===== src/rtl/ram_fifo_ctrl.sv =====
// FIFO controller sequencing a single-port RAM whose read address is registered inside the RAM.
// Each request is granted as one RAM operation; contending write/read requests alternate.
module ram_fifo_ctrl #(
    parameter int DATA_WIDTH = 8,
    parameter int DEPTH      = 256,
    localparam int AW        = $clog2(DEPTH)
) (
    input  logic                  i_clk,
    input  logic                  i_rst_n,
    input  logic                  i_wr_req,
    input  logic [DATA_WIDTH-1:0] i_wr_data,
    output logic                  o_wr_ack,
    input  logic                  i_rd_req,
    output logic [DATA_WIDTH-1:0] o_rd_data,
    output logic                  o_rd_valid,
    output logic                  o_full,
    output logic                  o_empty,
    output logic [AW:0]           o_count,
    output logic                  o_ram_wren,
    output logic [AW-1:0]         o_ram_address,
    output logic [DATA_WIDTH-1:0] o_ram_data,
    input  logic [DATA_WIDTH-1:0] i_ram_q
);

    typedef enum logic [2:0] {
        S_IDLE    = 3'd0,
        S_WRITE   = 3'd1,
        S_WR_ACK  = 3'd2,
        S_READ    = 3'd3,
        S_RD_WAIT = 3'd4,
        S_RD_ACK  = 3'd5
    } state_t;

    localparam logic [AW:0] FULL_COUNT = (AW+1)'(DEPTH);

    state_t                r_state;
    logic [AW-1:0]         r_wr_ptr;
    logic [AW-1:0]         r_rd_ptr;
    logic [AW:0]           r_count;
    logic                  r_last_wr;
    logic                  r_wr_ack;
    logic                  r_rd_valid;
    logic                  r_ram_wren;
    logic [AW-1:0]         r_ram_address;
    logic [DATA_WIDTH-1:0] r_ram_data;
    logic [DATA_WIDTH-1:0] r_rd_data;

    logic w_full;
    logic w_empty;
    logic w_wr_elig;
    logic w_rd_elig;
    logic w_grant_wr;
    logic w_grant_rd;

    assign w_full    = (r_count == FULL_COUNT);
    assign w_empty   = (r_count == '0);
    assign w_wr_elig = i_wr_req & ~w_full;
    assign w_rd_elig = i_rd_req & ~w_empty;

    // On contention the side that did not win last time gets the RAM.
    assign w_grant_wr = w_wr_elig & (~w_rd_elig | ~r_last_wr);
    assign w_grant_rd = w_rd_elig & (~w_wr_elig |  r_last_wr);

    always_ff @(posedge i_clk or negedge i_rst_n) begin
        if (!i_rst_n) begin
            r_state       <= S_IDLE;
            r_wr_ptr      <= '0;
            r_rd_ptr      <= '0;
            r_count       <= '0;
            r_last_wr     <= 1'b0;
            r_wr_ack      <= 1'b0;
            r_rd_valid    <= 1'b0;
            r_ram_wren    <= 1'b0;
            r_ram_address <= '0;
            r_ram_data    <= '0;
            r_rd_data     <= '0;
        end else begin
            case (r_state)
                S_IDLE: begin
                    if (w_grant_wr) begin
                        r_state       <= S_WRITE;
                        r_ram_wren    <= 1'b1;
                        r_ram_address <= r_wr_ptr;
                        r_ram_data    <= i_wr_data;
                        r_last_wr     <= 1'b1;
                    end else if (w_grant_rd) begin
                        r_state       <= S_READ;
                        r_ram_address <= r_rd_ptr;
                        r_last_wr     <= 1'b0;
                    end
                end
                S_WRITE: begin
                    r_state    <= S_WR_ACK;
                    r_ram_wren <= 1'b0;
                    r_wr_ack   <= 1'b1;
                    r_wr_ptr   <= r_wr_ptr + 1'b1;
                    r_count    <= r_count + 1'b1;
                end
                S_WR_ACK: begin
                    r_state  <= S_IDLE;
                    r_wr_ack <= 1'b0;
                end
                S_READ: begin
                    r_state  <= S_RD_WAIT;
                    r_rd_ptr <= r_rd_ptr + 1'b1;
                    r_count  <= r_count - 1'b1;
                end
                // The RAM latched the address at the end of READ, so i_ram_q is valid here.
                S_RD_WAIT: begin
                    r_state    <= S_RD_ACK;
                    r_rd_data  <= i_ram_q;
                    r_rd_valid <= 1'b1;
                end
                S_RD_ACK: begin
                    r_state    <= S_IDLE;
                    r_rd_valid <= 1'b0;
                end
                default: begin
                    r_state    <= S_IDLE;
                    r_wr_ack   <= 1'b0;
                    r_rd_valid <= 1'b0;
                    r_ram_wren <= 1'b0;
                end
            endcase
        end
    end

    assign o_wr_ack      = r_wr_ack;
    assign o_rd_valid    = r_rd_valid;
    assign o_rd_data     = r_rd_data;
    assign o_count       = r_count;
    assign o_full        = w_full;
    assign o_empty       = w_empty;
    assign o_ram_wren    = r_ram_wren;
    assign o_ram_address = r_ram_address;
    assign o_ram_data    = r_ram_data;

endmodule


===== config.mk =====
export PLATFORM = sky130hd
export DESIGN_NAME = ram_fifo_ctrl
export DESIGN_NICKNAME = d
export VERILOG_FILES = /design/src/rtl/ram_fifo_ctrl.sv
export SDC_FILE = /design/constraint.sdc
export NUM_CORES = 1
export LEC_CHECK = 0
export ABC_AREA = 1
export BUFFER_PORTS_ARGS = -buffer_cell sky130_fd_sc_hd__buf_2
export CAP_MARGIN = 10
export CORE_UTILIZATION = 53
export CTS_CLUSTER_DIAMETER = 60
export DETAILED_ROUTE_END_ITERATION = 8
export GPL_TIMING_DRIVEN = 0
export PLACE_DENSITY = 0.86
export SETUP_SLACK_MARGIN = 0.5
export SYNTH_ARGS = -nofsm -noshare
export SYNTH_HDL_FRONTEND = slang
export SYNTH_SLANG_ARGS = --single-unit
export TNS_END_PERCENT = 50

===== constraint.sdc =====
create_clock -name i_clk -period 1.8 [get_ports i_clk]
set_input_delay 0.18 -clock i_clk [delete_from_list [all_inputs] [get_ports i_clk]]
set_output_delay 0.18 -clock i_clk [all_outputs]
set_load 0.005 [all_outputs]

==> impl_metrics.csv <==
group,metric,value,unit
run_status,status,"finished with violations",
run_status,failed_checks,"setup timing",
timing,grt_setup_unrepaired,"yes",
synthesis,synth_nets,386,
timing,fin_ws,-0.04985,ns
worst_setup_path,endpoint_kind,"register",
timing,worst_pin_slew,0.3848,ns
synthesis,synth.avg_cell_area,8.162,sq um
timing,hold_viol_final,0,
floorplanning,row_count,26,
worst_setup_path,crit_buf_inv,3,
timing,setup_violations,1,
route,ant_nets,0,
finish,n_fill_cell,343,
grt,grt_pass1_vias,2801,
worst_setup_path,crit_slowest_cell,"dfrtp_2",
route,viasPerCell,5.447,
timing,fmax,540.6,MHz
synthesis,netlist_instances,359,
route,drtPass1Iterations,7,
finish,final_common_cell,"nand2_1",
synthesis,synth_compound_area_share,5.038,%
pwr,pwr-share-seq,33.5,%
clock_network,clk_pin_slew,0.10,ns
synthesis,ys_seq_area_share,47.82,%
finish,drive_gt1_share,40.17,%
floorplanning,core_area,5205,sq um
finish,mostFrequentLayoutCells,"nand2_1 (116), buf_2 (60), dfrtp_1 (50)",
route,routed_wl,8.542,mm
worst_setup_path,cp-startpoint,"r_state[2]",
route,via_count,2903,
pwr,p_clk_share,10.8,%
grt,grt_overflow,0,
finish,fin_area,3897,sq um
placed_design,place_congestion,0.8460,
synthesis,synth_fa_ha_area_share,2.989,%
timing,fin_skew,0.01962,ns
clock_network,cts_tree,"done",
route,drt_iter0_markers,296,
clock_network,cts_buffers,5,
pwr,ir_worst_vdd,1.013,mV
timing,drv_slew,0,
floorplanning,die_height,76.36,microns
worst_setup_path,regToRegStartpoint,"r_state[2]",
placed_design,placed_cell_area,3324,sq um
synthesis,synth_xor_area_share,5.380,%
grt,grt_pass1_wl,12.50,mm
timing,max-slew-margin-rel,74.34,%
pwr,power_frac_comb,55.7,%
worst_setup_path,crit_family,"simple AND/OR/NAND/NOR gates",
pwr,p_leak,0.002164,uW
worst_setup_path,crit_type,"register to register",
grt,grt.total_usage,27.11,%
pwr,switching_share,45.91,%
finish,diodes,0,
worst_setup_path,crit_top_cell,"nand2_1",
floorplanning,initial_utilization,56.30,%
pwr,power.internal,3546,uW
finish,ff_latch_area,1409,sq um
placed_design,place_ws,0.02948,ns
synthesis,synth_simple_gate_area_share,31.30,%
finish,multi_input_area,1494,sq um
grt,antenna_found_initial,0,
floorplanning,fp.dieW,76.36,microns
finish,fin_util,74.88,%
clock_network,max-clock-path-buffers,2,
flow_run,cap_violations,0,
timing,final.setup.tns,-0.04985,ns
pwr,p_per_area,1682,nW/um^2
route,wl_per_cell,16.03,microns
floorplanning,die-area,5830,sq um
synthesis,ys_ff_latch,56,
finish,fin_nets,489,
clock_network,htreeDepth,2,
worst_setup_path,slowest_delay,0.46,ns
worst_setup_path,crit_fanout,6,
route,drc,0,
worst_hold_path,min_from,"i_wr_data[6]",
finish,areaGrowthSynthToFinish,33.01,%
synthesis,netlist_area,2930,sq um
clock_network,clkSinkCount,56,
synthesis,synth_top_family_by_area,"simple AND/OR/NAND/NOR gates",
worst_setup_path,path_cells,"buf_4, nor2_4, buf_6, nand2_1, nand2_2, nand3_2, inv_1, nand2_2, nand2_1, nand2_1, nand3_1, nand2_1",
clock_network,clk_latency,0.32,ns
timing,timing.final.crit_share,102.8,%
grt,grt_max_degree,57,
pwr,switchingPower,3009,uW
floorplanning,ios,58,
synthesis,yosys_warnings,0,
placed_design,portBuffers,57,
worst_setup_path,cp-start-kind,"register",
placed_design,dp_hpwl,4.554,mm
synthesis,synthMuxAreaShare,0.3843,%
worst_setup_path,cp_data_required_time,2.00,ns
worst_setup_path,crit_arrival,2.05,ns
clock_network,root_buffer,"clkbuf_8",
timing,period_needed,1.850,ns
synthesis,ys_types,31,
worst_hold_path,hp-class,"input port to register",
## area by class of cell
type / instances / share of cell area (%)
Inverter: 43 / 4.205
Multi-Input combinational cell: 255 / 38.33
Buffer: 5 / 1.220
Clock buffer: 6 / 1.862
Sequential cell: 56 / 36.15
Clock inverter: 2 / 0.3531
Tap cell: 70 / 2.247
Timing Repair Buffer: 96 / 15.63
## power groups by stage
stage	Sequential [uW]	Clock [uW]	Combinational, uW
final	2190	710	3650
after detailed placement	2200	0	2590
after global routing	2250	766	3970
after CTS	2140	707	3110
after floorplan	2160	0	1760
after global placement	2180	0	2480
## registers in the layout (all words and copies together) (netlist names), 3 cells and up
| signal | flops |
|---|---|
| o_count | 9 |
| r_state | 3 |
| o_ram_data | 8 |
| o_rd_data | 8 |
| o_ram_address | 8 |
| r_rd_ptr | 8 |
| r_wr_ptr | 8 |
## what timing repair did
item | in CTS | in global routing
gates resized for setup | 27 | 28
pin swaps | 22 | 20
endpoints found under the hold margin | 0 | 15
setup endpoints to repair | 49 | 49
setup buffers | 26 | 9
gates cloned | 2 | 0
hold buffers | 0 | 1
## worst paths after layout
check / cells past startpoint / end / slack (ns)
setup / recovery: 12 / o_count[5] / -0.05
hold / removal: 3 / o_ram_data[6] / 0.05
setup reg to reg: 12 / o_count[5] / -0.05
hold reg to reg: 1 / r_wr_ptr[6] / 0.48
max in group asynchronous: 3 / o_count[2] / 0.94
min in group asynchronous: 2 / o_ram_address[3] / 0.29
## worst min-delay path, delay by kind of cell
kind	cells	cell delay, ns
simple gates	2	0.09
buf+inv	1	0.07
## cell usage after synthesis (all sizes together)
cell type | count | area (sq um)
nand2 | 140 | 550.5
or2 | 1 | 6.260
inv | 43 | 163.9
o21ba | 1 | 10.01
a21oi | 3 | 18.77
ha | 7 | 87.58
nor2 | 29 | 156.4
xor2 | 18 | 157.7
nor3 | 4 | 35.03
buf | 5 | 43.79
nor3b | 1 | 12.51
nand4 | 3 | 18.77
mux2 | 1 | 11.26
dfrtp | 56 | 1401
nand3 | 24 | 137.6
o32ai | 1 | 8.760
o21ai | 22 | 110.1
## layer usage
layer  up-vias  routed length [microns]  share of wire (%)  global-route usage (%)
met5         -                        0                  0                       0
met4         0                      324                3.8                   14.04
met3        44                      697                8.2                   6.467
met2       175                     4255                 50                   46.40
met1      1362                     3265                 38                   31.53
li1       1322                        -                  -                       -
## logic make-up (layout without fill, tap and decap cells)
| family | after synthesis | after routing |
|---|---|---|
| simple gates | 202 | 202 |
| flops | 56 | 56 |
| buf+inv | 48 | 152 |
| compound gates | 27 | 27 |
| xor+xnor | 18 | 18 |
| fa+ha+maj | 7 | 7 |
| mux | 1 | 1 |
## metrics by stage
step                      power [uW]  cells  hold WS (ns)
after floorplan                 3925    359       -0.1156
after global placement          4657    486        0.3783
after detailed placement        4792    486        0.3903
after CTS                       5959    522       0.04998
after global routing            6983    533       0.06344
final                           6555    533       0.05456
No activity file was read; power rests on OpenSTA's default activity.
